$ cat src/rtl/mult_share_arbiter.sv
// mult_share_arbiter: round-robin sharing of one external 4x4 multiplier among four requesters.
// Grant registers the winner's operands, the product is captured one cycle later and returned with done.
module mult_share_arbiter #(
   parameter int NREQ  = 4,
   parameter int CNT_W = 8
) (
   input  logic             CLK,
   input  logic             RST,
   input  logic [3:0]       req,
   input  logic [15:0]      a_bus,
   input  logic [15:0]      b_bus,
   output logic [3:0]       gnt,
   output logic [3:0]       done,
   output logic [7:0]       result,
   output logic [3:0]       mul_in1,
   output logic [3:0]       mul_in2,
   input  logic [7:0]       mul_out,
   output logic             busy,
   output logic [CNT_W-1:0] op_cnt
);
   typedef enum logic [1:0] {IDLE, EXEC, DONE} state_t;
   state_t state_q, state_d;
   logic [1:0] last_q, last_d, win_q, win_d, pick, idx;
   logic found;
   logic [3:0] gnt_q, gnt_d, done_q, done_d, in1_q, in1_d, in2_q, in2_d;
   logic [7:0] result_q, result_d;
   logic [CNT_W-1:0] cnt_q, cnt_d;
   // first pending requester after the previous winner, wrapping
   always_comb begin
      pick = '0;
      idx = '0;
      found = 1'b0;
      for (int k = 1; k <= NREQ; k++) begin
         idx = last_q + 2'(k);
         if (!found && req[idx]) begin
            pick = idx;
            found = 1'b1;
         end
      end
   end
   always_comb begin
      state_d = state_q;
      last_d = last_q;
      win_d = win_q;
      gnt_d = '0;
      done_d = '0;
      result_d = result_q;
      in1_d = in1_q;
      in2_d = in2_q;
      cnt_d = cnt_q;
      case (state_q)
         IDLE: if (found) begin
            win_d = pick;
            in1_d = a_bus[{pick, 2'b00} +: 4];
            in2_d = b_bus[{pick, 2'b00} +: 4];
            gnt_d = 4'b0001 << pick;
            state_d = EXEC;
         end
         EXEC: begin
            result_d = mul_out;
            done_d = 4'b0001 << win_q;
            last_d = win_q;
            cnt_d = cnt_q + 1'b1;
            state_d = DONE;
         end
         default: state_d = IDLE;
      endcase
   end
   always_ff @(posedge CLK or posedge RST) begin
      if (RST) begin
         state_q <= IDLE;
         last_q <= 2'd3;
         win_q <= '0;
         gnt_q <= '0;
         done_q <= '0;
         result_q <= '0;
         in1_q <= '0;
         in2_q <= '0;
         cnt_q <= '0;
      end else begin
         state_q <= state_d;
         last_q <= last_d;
         win_q <= win_d;
         gnt_q <= gnt_d;
         done_q <= done_d;
         result_q <= result_d;
         in1_q <= in1_d;
         in2_q <= in2_d;
         cnt_q <= cnt_d;
      end
   end
   assign gnt = gnt_q;
   assign done = done_q;
   assign result = result_q;
   assign mul_in1 = in1_q;
   assign mul_in2 = in2_q;
   assign busy = state_q != IDLE;
   assign op_cnt = cnt_q;
endmodule

$ cat config.mk
export PLATFORM = sky130hd
export DESIGN_NAME = mult_share_arbiter
export DESIGN_NICKNAME = d
export VERILOG_FILES = /design/src/rtl/mult_share_arbiter.sv
export SDC_FILE = /design/constraint.sdc
export NUM_CORES = 1
export LEC_CHECK = 0
export CAP_MARGIN = 20
export CELL_PAD_IN_SITES_DETAIL_PLACEMENT = 1
export CELL_PAD_IN_SITES_GLOBAL_PLACEMENT = 1
export CORE_ASPECT_RATIO = 0.75
export CORE_UTILIZATION = 33
export DETAILED_ROUTE_END_ITERATION = 16
export PLACE_DENSITY_LB_ADDON = 0.12
export SYNTH_ARGS = -nofsm -noshare
export SYNTH_HDL_FRONTEND = slang
export SYNTH_SLANG_ARGS = --single-unit
$ cat constraint.sdc
create_clock -name CLK -period 5.25 [get_ports CLK]
set_input_delay 1.05 -clock CLK [delete_from_list [all_inputs] [get_ports CLK]]
set_output_delay 1.05 -clock CLK [all_outputs]
set_load 0.01 [all_outputs]
**Yosys cells after proc, flatten, opt, wreduce, memory -nomap -nowiden**

Index checks and enable logic that the tools add are counted.

- Logic and storage cells: 53
- Memories: 0
- Flip-flop bits (word level): 38
- RAM bits: 0
- Bits in latches: 0
- Output and inout port bits: 33
- Input bits: 46
- Bits in read-only memories: 0

- Reduce and logical (&&, ||, !) cells: 9
- Div/mod/pow operators: 0
- Multiplexer cells: 21
- Bitwise logic cells: 0
- Equal/unequal tests: 2
- Order comparisons: 4
- Add/subtract/negate cells: 4
- Multiply operators: 0
- Shift operators: 4

Operator list:

| cell | count |
|---|---|
| $shiftx 16x5->4 | 2 |
| $lt 2x3->1 const B | 4 |
| $mux 4 | 3 |
| $mux 2 | 5 |
| $add 8x1->8 const B | 1 |
| $bmux 1 s2 | 4 |
| $mux 1 | 8 |
| $shl 1x2->4 const A | 2 |
| $add 2x2->2 const B | 2 |
| $pmux 2 s2 | 1 |
| $logic_and 1x1->1 | 3 |
| $logic_not 1->1 | 3 |
| $add 2x1->2 const B | 1 |
| $eq 2x1->1 const B | 1 |
| $logic_not 2->1 | 1 |
| $ne 2x2->1 const B | 1 |
| $reduce_and 2->1 | 1 |
| $reduce_bool 2->1 | 1 |

**Logic depth before layout (Yosys ltp)**

Gate-level depths: netlist (run 1).

- Word-level depth: 16
- Gate-level depth with buffers: 7
- Depth with buffers taken out: 5

**Worst setup path before layout (run 1)**

No wires, ideal clock.

- Path type: input to register
- Start point: input port req[3]
- End point: register in1_q[0], in the netlist mul_in1[0]
- Required time: 5102 ps
- Setup slack: 2946 ps
- Data arrival time: 2156 ps
- Buffers on the path: 2
- Library setup time: 148 ps
- Stages: 7
- Cells stage by stage: nor2b_1 o21ai_4 and3_1 buf_4 buf_2 a211oi_1 a211oi_1

- Cells in the longest elaborated chain, start to end: 13
- Elaborated cells between the ends (all ways): 24
- Classes of those cells: shift: 1; mux: 16; reduce/logical: 7

RTL lines:

| item | line | text |
|---|---|---|
| start: declaration | 9 | `input logic [3:0] req,` |
| $bmux 1 s2 | 35 | `if (!found && req[idx]) begin` |
| $mux 1 (not written as such) | 35 |  |
| $mux 1 | 35 |  |
| $logic_not 1->1 | 35 |  |
| $logic_and 1x1->1 | 35 |  |
| $mux 1 | 35 |  |
| $logic_not 1->1 | 35 |  |
| $logic_and 1x1->1 | 35 |  |
| $mux 1 | 35 |  |
| $logic_not 1->1 | 35 |  |
| $logic_and 1x1->1 | 35 |  |
| $mux 2 / $mux 1 (equally long branches) | 35 |  |
| $shiftx 16x5->4 / $reduce_and 2->1 (equally long branches) | -- |  |
| end signal: assignment | 87 | `in1_q <= in1_d;` |
| end: declaration | 25 | `logic [3:0] gnt_q, gnt_d, done_q, done_d, in1_q, in1_d, in2_q, in2_d;` |

Parallel ways exist; a longest one is shown, timed or not. The select of a mux whose other input is x is not followed.
A chain may end at the register's enable or synchronous reset.

**Worst setup path after layout (run 1)**

- Start point: input port req[1]
- End point: register in2_q[1], in the netlist mul_in2[1]

- Cells in the longest elaborated chain, start to end: 13
- Elaborated cells between the ends (all ways): 24
- Classes of those cells: shift: 1; mux: 16; reduce/logical: 7

RTL lines:

| item | line | text |
|---|---|---|
| $bmux 1 s2 | 35 |  |
| $mux 1 (not written as such) | 35 |  |
| $mux 1 | 35 |  |
| $logic_not 1->1 | 35 |  |
| $logic_and 1x1->1 | 35 |  |
| $mux 1 | 35 |  |
| $logic_not 1->1 | 35 |  |
| $logic_and 1x1->1 | 35 |  |
| $mux 1 | 35 |  |
| $logic_not 1->1 | 35 |  |
| $logic_and 1x1->1 | 35 |  |
| $mux 2 / $mux 1 (equally long branches) | 35 |  |
| $shiftx 16x5->4 / $reduce_and 2->1 (equally long branches) | -- |  |
| end signal: assignment | 88 | `in2_q <= in2_d;` |
| end: declaration | 25 |  |

Parallel ways exist; a longest one is shown, timed or not. The select of a mux whose other input is x is not followed.

==> results of run 1 <==
-- layer usage --
metal / part of all wire / vias to the layer above
met3: 0.055 / 5
met4: 0.0047 / 0
met2: 0.44 / 49
met5: 0 / -
li1: - / 750
met1: 0.50 / 741
-- synthesized netlist by cell type (2+ instances only) --
cell type	n
dfrtp_1	36
xor2_1	2
dfstp_2	2
a211oi_1	16
xnor2_1	5
mux2i_1	8
and3_1	5
clkbuf_1	4
o21ai_4	2
o21ai_0	2
nand2_1	33
inv_1	11
nor2b_1	4
a31oi_1	8
nand3_1	2
nor2_1	16
-- power groups by stage --
| stage | clock (mW) | combinational, mW | sequential [mW] |
|---|---|---|---|
| after global routing | 0.327 | 0.740 | 0.525 |
| after floorplan | 0 | 0.330 | 0.550 |
| after CTS | 0.312 | 0.684 | 0.512 |
| final | 0.307 | 0.673 | 0.510 |
| after detailed placement | 0 | 0.680 | 0.516 |
| after global placement | 0 | 0.665 | 0.512 |
-- cell families after synthesis --
kind of cell,share of synthesized area
simple gates,0.1887
flops,0.5404
fa+ha+maj,0.007091
compound gates,0.1312
mux,0.04539
xor+xnor,0.03475
buf+inv,0.05248
-- critical path, stage by stage --
cell	delay, ps
clkdlybuf4s50_1	500
o21ai_1	520
and3_1	860
a211oi_1	180
a211oi_1	280
-- per-stage QoR --
| step | power (mW) | instance area [sq um] |
|---|---|---|
| after floorplan | 0.8802 | 1764 |
| after global placement | 1.177 | 2595 |
| after detailed placement | 1.196 | 2595 |
| after CTS | 1.509 | 2738 |
| after global routing | 1.592 | 2738 |
| final | 1.489 | 2738 |
-- flip-flops by register name, summed over array words and instances, names as in the netlist --
register,cells
done,4
gnt,4
last_q,2
mul_in1,4
mul_in2,4
op_cnt,8
result,8
state_q,2
win_q,2
-- cell type report --
class | count | share of cell area
Tap cell | 72 | 0.03291
Sequential cell | 38 | 0.3483
Timing Repair Buffer | 79 | 0.2879
Multi-Input combinational cell | 119 | 0.2623
Clock inverter | 2 | 0.02194
Inverter | 12 | 0.01645
Clock buffer | 6 | 0.03016
-- path summary, 6_finish.rpt --
path | end | slack (ps) | depth (start not counted)
max | mul_in2[1]$_DFFE_PP0P_ | 2040 | 5
min | result[6]$_DFFE_PP0P_ | 480 | 2
max reg2reg | mul_in2[1]$_DFFE_PP0P_ | 2870 | 5
min reg2reg | result[6]$_DFFE_PP0P_ | 480 | 2
max in group asynchronous | last_q[0]$_DFFE_PP1P_ | 3700 | 3
min in group asynchronous | op_cnt[4]$_DFFE_PP0P_ | 1190 | 3
==> results.md, run 1 <==
* Outcome: completed
* Reg clk slew, reported paths at 80 ps
* Util after Layout at 0.5465
* Ranking of synthesized cells by area: dfrtp_1 (51%), nand2_1 (7.0%), a211oi_1 (6.8%)
* CTS max path bufs at 2
* Avg Inst Size Synth at 10.02 sq um
* YS warnings at 0
* # nets final at 302
* FFs w/ async S/R, synth at 1.000
* Max-capacitance violation count at 0
* Sequential share of power at 0.342
* Worst setup SP type: primary input
* Post-synth EDFFs at 0
* Mapped Cells at 176
* Worst Setup Slack, final at 2036 ps
* Fill count at 568
* Crit path max fanout at 21
* Largest net degree at the start of global routing at 39
* Post-layout min period at 3214 ps
* Postcts setup bufs at 0
* Mapped Area at 0.001764 sq mm
* Distinct cells, synth at 36
* Initial antenna violation count at 0
* Reg2reg start: state_q[1]$_DFFE_PP0P_
* M2 GR Usage at 0.2758
* Syn nets at 223
* Drt initial violations at 58
* CTS Sinks at 38
* Final hold viol count at 0
* Switching Share at 0.3530
* Share of cells above drive strength 1 at 0.06641
* Most frequent cells in the layout: clkdlybuf4s50_1 (78), dfrtp_1 (36), nand2_1 (33)
* Worst-Skew Late Latency at 290 ps
* Routed wire per std cell at 14.20 microns
* Core area at 0.005010 sq mm
* DRC at 0
* Start point of the worst hold path: result[6]$_DFFE_PP0P_
* Placer Congestion at 0.8220
* Non-filler cells, final at 328
* Power density cells at 543.9 mW/mm^2
* Area of the multi-input gates at 718.2 sq um
* Worst slew pin tran at 1025 ps
* CTS tree: yes
* Synthesized flop and latch total at 38
* Met1 GRT Util at 0.2386
* Post-synth top area share at 0.5106
* FP Rows at 22
* Post-place setup slack at 1787 ps
* PortBufs at 78
* ANT nets after route at 0
* Die Y at 65.32 microns
* Vias in the first global route at 1565
* Setup crit start: req[1]
* Area grow syn2layout at 55.18%
* Crit path kind: in -> reg
* CTS Buf Count at 5
* Synth area leader: dfrtp_1
* Routed WL at 4.657 mm
* H-tree Lvls at 2
* Switch Pwr at 525.6 uW
* Setup_tns at 0 ps
* Commonest non-fill, non-tap cell in the layout: clkdlybuf4s50_1
* Period utilisation layout at 0.6122
* Seq/Total Area, Yosys at 0.5404
* Logic pwr share at 0.452
* DR vias at 1545
* Cts hold-fix bufs at 0
* Max-slew headroom at 0.3144
* Worst Skew at 7.359 ps
* Worst Hold Class: reg -> reg
* Placed cells at 320
* GR Util All Layers at 0.1727
* Unrepaired setup endpoints after global routing: no
* HPWL after DPL at 3.453 mm
* Die W at 86.43 microns
* Reported leakage power at 1.201 nW
* Gates resized, CTS repair at 0
* Reg area at 953.4 sq um
* Hold_ws at 479.5 ps
* Boundary Pins at 79
* WP data required at 5440 ps
* Grt total ovfl at 0
* Final Slew Violations at 0
* Vias per cell at 4.710
* GR peak layer: met2
* # diodes at 0
* Initial core utilization at 0.3521
* First-pass GRT wire length at 7.521 mm
* Ys flop type: dfrtp_1
* FMAX at 311.1 MHz
* Internal power at 963.3 uW
* Critical Path End Type: flip-flop
* Final setup vio count at 0
* Critical path arrival at 3400 ps
* Met3 usage at 0.04523
* VDD IR max at 0.0002327 V
* 1st-pass router iterations at 4
* Clk root buf: clkbuf_8
* Clock network power share at 0.206
* Die ar. at 0.005645 sq mm
(Power assumes the default switching activity.)
==> inputs of run 2 (changes only) <==
--- a/config.mk
+++ b/config.mk
@@ -9,7 +9,7 @@
 export CELL_PAD_IN_SITES_DETAIL_PLACEMENT = 1
 export CELL_PAD_IN_SITES_GLOBAL_PLACEMENT = 1
 export CORE_ASPECT_RATIO = 0.75
-export CORE_UTILIZATION = 33
+export CORE_UTILIZATION = 30
 export DETAILED_ROUTE_END_ITERATION = 16
 export PLACE_DENSITY_LB_ADDON = 0.12
 export SYNTH_ARGS = -nofsm -noshare
==> constraint.sdc (replaced) <==
create_clock -name CLK -period 3.3 [get_ports CLK]
set_input_delay 0.66 -clock CLK [delete_from_list [all_inputs] [get_ports CLK]]
set_output_delay 0.66 -clock CLK [all_outputs]
set_load 0.01 [all_outputs]
==> results.md, run 2 (same netlist as run 1, synthesis figures left out) <==
* Outcome: completed
* Die ar. at 0.006195 sq mm
* # diodes at 0
* HPWL after DPL at 3.536 mm
* First-pass GRT wire length at 7.410 mm
* Crit path max fanout at 9
* H-tree Lvls at 2
* Critical path's largest stage delay at 550 ps
* Final Slew Violations at 0
* Boundary Pins at 79
* DRC at 0
* CTS tree: yes
* CTS Buf Count at 5
* Reg clk slew, reported paths at 80 ps
* Vias per cell at 4.597
* DR vias at 1540
* Max-slew headroom at 0.5526
* Crit path kind: in -> reg
* Hold_ws at 473.5 ps
* Critical path arrival at 2520 ps
* Power density cells at 817.7 mW/mm^2
* Placer Congestion at 0.7790
* Worst reg-to-reg setup slack at 1190 ps
* Final hold viol count at 0
* Worst setup SP type: primary input
* Most frequent cells in the layout: clkdlybuf4s50_1 (78), dfrtp_1 (36), nand2_1 (33)
* Unrepaired setup endpoints after global routing: no
* Cell Chain, Critical Path: clkdlybuf4s50_1 > or3b_2 > o311ai_1 > nand2_2 > a211oi_1 > a211oi_1
* Worst setup path endpoint: mul_in1[3]$_DFFE_PP0P_
* DP Area at 0.002621 sq mm
* Vias in the first global route at 1521
* Reg2reg start: state_q[1]$_DFFE_PP0P_
* Routed wire per std cell at 13.80 microns
* Setup crit start: req[1]
* Period utilisation layout at 0.7220
* CTS max path bufs at 2
* Area grow syn2layout at 55.53%
* Worst Setup Slack, final at 917.4 ps
* Worst slew pin tran at 667.4 ps
* PortBufs at 78
* Postcts setup bufs at 0
* FMAX at 419.7 MHz
* Routed WL at 4.623 mm
* Non-filler cells, final at 335
* Clk root buf: clkbuf_8
* Final Cell Area at 0.002744 sq mm
* Cts hold-fix bufs at 0
* Worst Skew at 4.529 ps
* Fill count at 617
* Worst Hold Class: reg -> reg
* FP Rows at 23
* Slowest cell on the critical path: clkdlybuf4s50_1
* Core area at 0.005497 sq mm
* Worst reg-to-reg path cell count at 5
* Setup_tns at 0 ps
* Most frequent CP cell: a211oi_1
* Gates resized, CTS repair at 0
* Share of cells above drive strength 1 at 0.08077
* CTS Sinks at 38
* WP data required at 3440 ps
* VDD IR max at 0.0002957 V
* Post-place setup slack at 587.2 ps
* Drt initial violations at 54
* Die W at 90.55 microns
* Max-capacitance violation count at 0
* Initial core utilization at 0.3210
* FF-to-FF End: op_cnt[5]$_DFFE_PP0P_
* Initial antenna violation count at 0
* Reported leakage power at 1.201 nW
* Worst-Skew Late Latency at 290 ps
* Grt total ovfl at 0
* Final setup vio count at 0
* Commonest non-fill, non-tap cell in the layout: clkdlybuf4s50_1
* Util after Layout at 0.4992
* Die Y at 68.41 microns
* 1st-pass router iterations at 4
* Largest net degree at the start of global routing at 30
* Critical Path End Type: flip-flop
* Placed cells at 326
* # nets final at 306
* Post-layout min period at 2383 ps
* ANT nets after route at 0
* GR Util All Layers at 0.1567
* Tot Pwr at 2.244 mW
[run 2: changes by cell type in the layout (fill, tap and decap cells not counted), sizes merged]
| cell | delta |
|---|---|
| clkinv | +2 |
| bufinv | -2 |
| clkinvlp | +1 |
| inv | -1 |
| buf | +4 |
[run 2: cell type report]
type / count / area [sq um] / area share
clock buffers: 6 / 82.58 / 0.03010
clock inverters: 2 / 12.51 / 0.004560
inverters: 12 / 45.04 / 0.01642
multi-input cells: 119 / 718.2 / 0.2617
flip-flops and latches: 38 / 953.4 / 0.3475
well taps: 75 / 93.84 / 0.03420
repair buffers: 83 / 838.3 / 0.3055
[run 2: metal layers]
metal | track usage | vias to the layer above | wire length [microns]
met1 | 0.2208 | 727 | 2364
li1 | - | 766 | -
met2 | 0.2273 | 42 | 1947
met4 | 0.05444 | 0 | 54
met5 | 0 | - | 0
met3 | 0.04778 | 5 | 257
[run 2: where the power goes]
part	leakage [nW]	switching (mW)	internal, mW
clock network	0.0472	0.170	0.168
registers	0.468	0.136	0.676
logic	0.686	0.536	0.558
[run 2: critical path, delay by kind of cell]
family | cells | cell delay [ps]
and+or+nand+nor | 2 | 720
AOI/OAI and AO/OA | 3 | 590
buffers and inverters | 1 | 550
[run 2: worst min-delay path by stage]
stage	endpoint	slack, ps	startpoint	cells after the start
finish	op_cnt[7]$_DFFE_PP0P_	470	op_cnt[7]$_DFFE_PP0P_	1
CTS	result[3]$_DFFE_PP0P_	480	result[3]$_DFFE_PP0P_	2
global route	result[2]$_DFFE_PP0P_	500	result[2]$_DFFE_PP0P_	2
floorplan	done[0]$_DFF_PP0_	450	win_q[1]$_DFFE_PP0P_	1
global placement	result[3]$_DFFE_PP0P_	460	result[3]$_DFFE_PP0P_	2
detailed placement	result[3]$_DFFE_PP0P_	470	result[3]$_DFFE_PP0P_	2
==> inputs of run 3 (changes only) <==
==> constraint.sdc (replaced) <==
create_clock -name CLK -period 2.2 [get_ports CLK]
set_input_delay 0.44 -clock CLK [delete_from_list [all_inputs] [get_ports CLK]]
set_output_delay 0.44 -clock CLK [all_outputs]
set_load 0.01 [all_outputs]
==> results.md, run 3 (same netlist as run 1, synthesis figures left out) <==
* Power density cells at 1229 mW/mm^2
* Grt total ovfl at 0
* Final hold viol count at 0
* FP Rows at 23
* Reg clk slew, reported paths at 70 ps
* HPWL after DPL at 3.528 mm
* Drt initial violations at 28
* Area grow syn2layout at 59.36%
* Reported leakage power at 1.242 nW
* Boundary Pins at 79
* Max-slew headroom at 0.5419
* Most frequent CP cell: a211oi_1
* Routed wire per std cell at 13.79 microns
* Clk root buf: clkbuf_8
* Routed WL at 4.745 mm
* # diodes at 0
* FMAX at 485.9 MHz
* Final Cell Area at 0.002811 sq mm
* Worst-Skew Late Latency at 290 ps
* H-tree Lvls at 2
* Vias per cell at 4.555
* Cell Chain, Critical Path: clkdlybuf4s50_1 > or3b_2 > o311ai_2 > nand2_2 > a211oi_1 > a211oi_1
* Most frequent cells in the layout: clkdlybuf4s50_1 (78), dfrtp_1 (36), nand2_1 (33)
* VDD IR max at 0.0005207 V
* PortBufs at 78
* Period utilisation layout at 0.9354
* Critical path arrival at 2190 ps
* Die ar. at 0.006195 sq mm
* Critical Path End Type: flip-flop
* Initial antenna violation count at 0
* Commonest non-fill, non-tap cell in the layout: clkdlybuf4s50_1
* CTS Sinks at 38
* ANT nets after route at 0
* Worst Hold Class: reg -> reg
* Outcome: completed
* Post-layout min period at 2058 ps
* Initial core utilization at 0.3210
* Placer Congestion at 0.7807
* Critical path's largest stage delay at 550 ps
* Final Slew Violations at 0
* Final setup vio count at 0
* CTS Buf Count at 5
* CTS max path bufs at 2
* Crit path kind: in -> reg
* Worst Skew at 10.22 ps
* Share of cells above drive strength 1 at 0.1152
* Slowest cell on the critical path: clkdlybuf4s50_1
* DP Area at 0.002709 sq mm
* Crit path max fanout at 9
* Cts hold-fix bufs at 0
* Max-capacitance violation count at 0
* Vias in the first global route at 1540
* GR Util All Layers at 0.1582
* Die Y at 68.41 microns
* Worst slew pin tran at 683.4 ps
* First-pass GRT wire length at 7.548 mm
* Worst setup SP type: primary input
* Unrepaired setup endpoints after global routing: no
* CTS tree: yes
* Util after Layout at 0.5115
* WP data required at 2330 ps
* DR vias at 1567
* DRC at 0
* Fill count at 634
* 1st-pass router iterations at 4
* # nets final at 315
* Core area at 0.005497 sq mm
* Largest net degree at the start of global routing at 39
* Die W at 90.55 microns
-- run 3: changes by cell type in the layout (fill, tap and decap cells not counted), sizes merged --
cell / change
buf: +9
-- run 3: timing repair --
| action | CTS | global route |
|---|---|---|
| endpoints found under the setup margin | 0 | 8 |
| resized for setup | 0 | 1 |
| setup buffers | 0 | 0 |
-- run 3: stage by stage --
stage	setup WS, ps	std cells	total power, mW	TNS (ps)	hold slack (ps)
4_1_cts	95.98	344	3.494	0	484.8
2_1_floorplan	474.5	176	2.100	0	450.4
3_3_place_gp	-139.4	336	2.951	-1069	460.5
6_report	142.1	344	3.456	0	475.1
5_1_grt	5.323	344	3.718	0	507.1
3_5_place_dp	-218.3	336	2.983	-1762	466.3
-- run 3: final timing paths --
check | start | endpoint | slack [ps] | cells after the start
max | req[1] | mul_in2[1]$_DFFE_PP0P_ | 140 | 6
min | op_cnt[7]$_DFFE_PP0P_ | op_cnt[7]$_DFFE_PP0P_ | 480 | 1
max reg2reg | last_q[1]$_DFFE_PP1P_ | mul_in2[1]$_DFFE_PP0P_ | 360 | 5
min reg2reg | op_cnt[7]$_DFFE_PP0P_ | op_cnt[7]$_DFFE_PP0P_ | 480 | 1
max in group asynchronous | RST | last_q[0]$_DFFE_PP1P_ | 1260 | 3
min in group asynchronous | RST | gnt[2]$_DFF_PP0_ | 570 | 3
-- run 3: routing by layer --
layer  GRT usage  vias to the layer above  part of all wire
li1            -                      783                 -
met1      0.2234                      736              0.50
met2      0.2348                       43              0.44
met3     0.04444                        5             0.056
met4     0.04839                        0            0.0084
met5           0                        -                 0
-- run 3: cell type report --
cell class / count / area [sq um] / area share
Clock inverter: 2 / 12.51 / 0.004450
Multi-Input combinational cell: 119 / 725.7 / 0.2581
Sequential cell: 38 / 953.4 / 0.3391
Inverter: 12 / 45.04 / 0.01602
Timing Repair Buffer: 92 / 898.4 / 0.3195
Clock buffer: 6 / 82.58 / 0.02937
Tap cell: 75 / 93.84 / 0.03338
-- run 3: critical path, delay by kind of cell --
family / cells / cell delay (ps)
buffers and inverters: 1 / 550
AOI/OAI and AO/OA: 3 / 480
and+or+nand+nor: 2 / 710
-- run 3: power by group --
part           internal [mW]  total (mW)  switching (mW)  leakage [nW]
registers               1.01        1.22           0.202         0.468
logic                  0.911        1.74           0.833         0.727
clock network          0.252       0.497           0.245        0.0472
total                   2.18        3.46            1.28          1.24
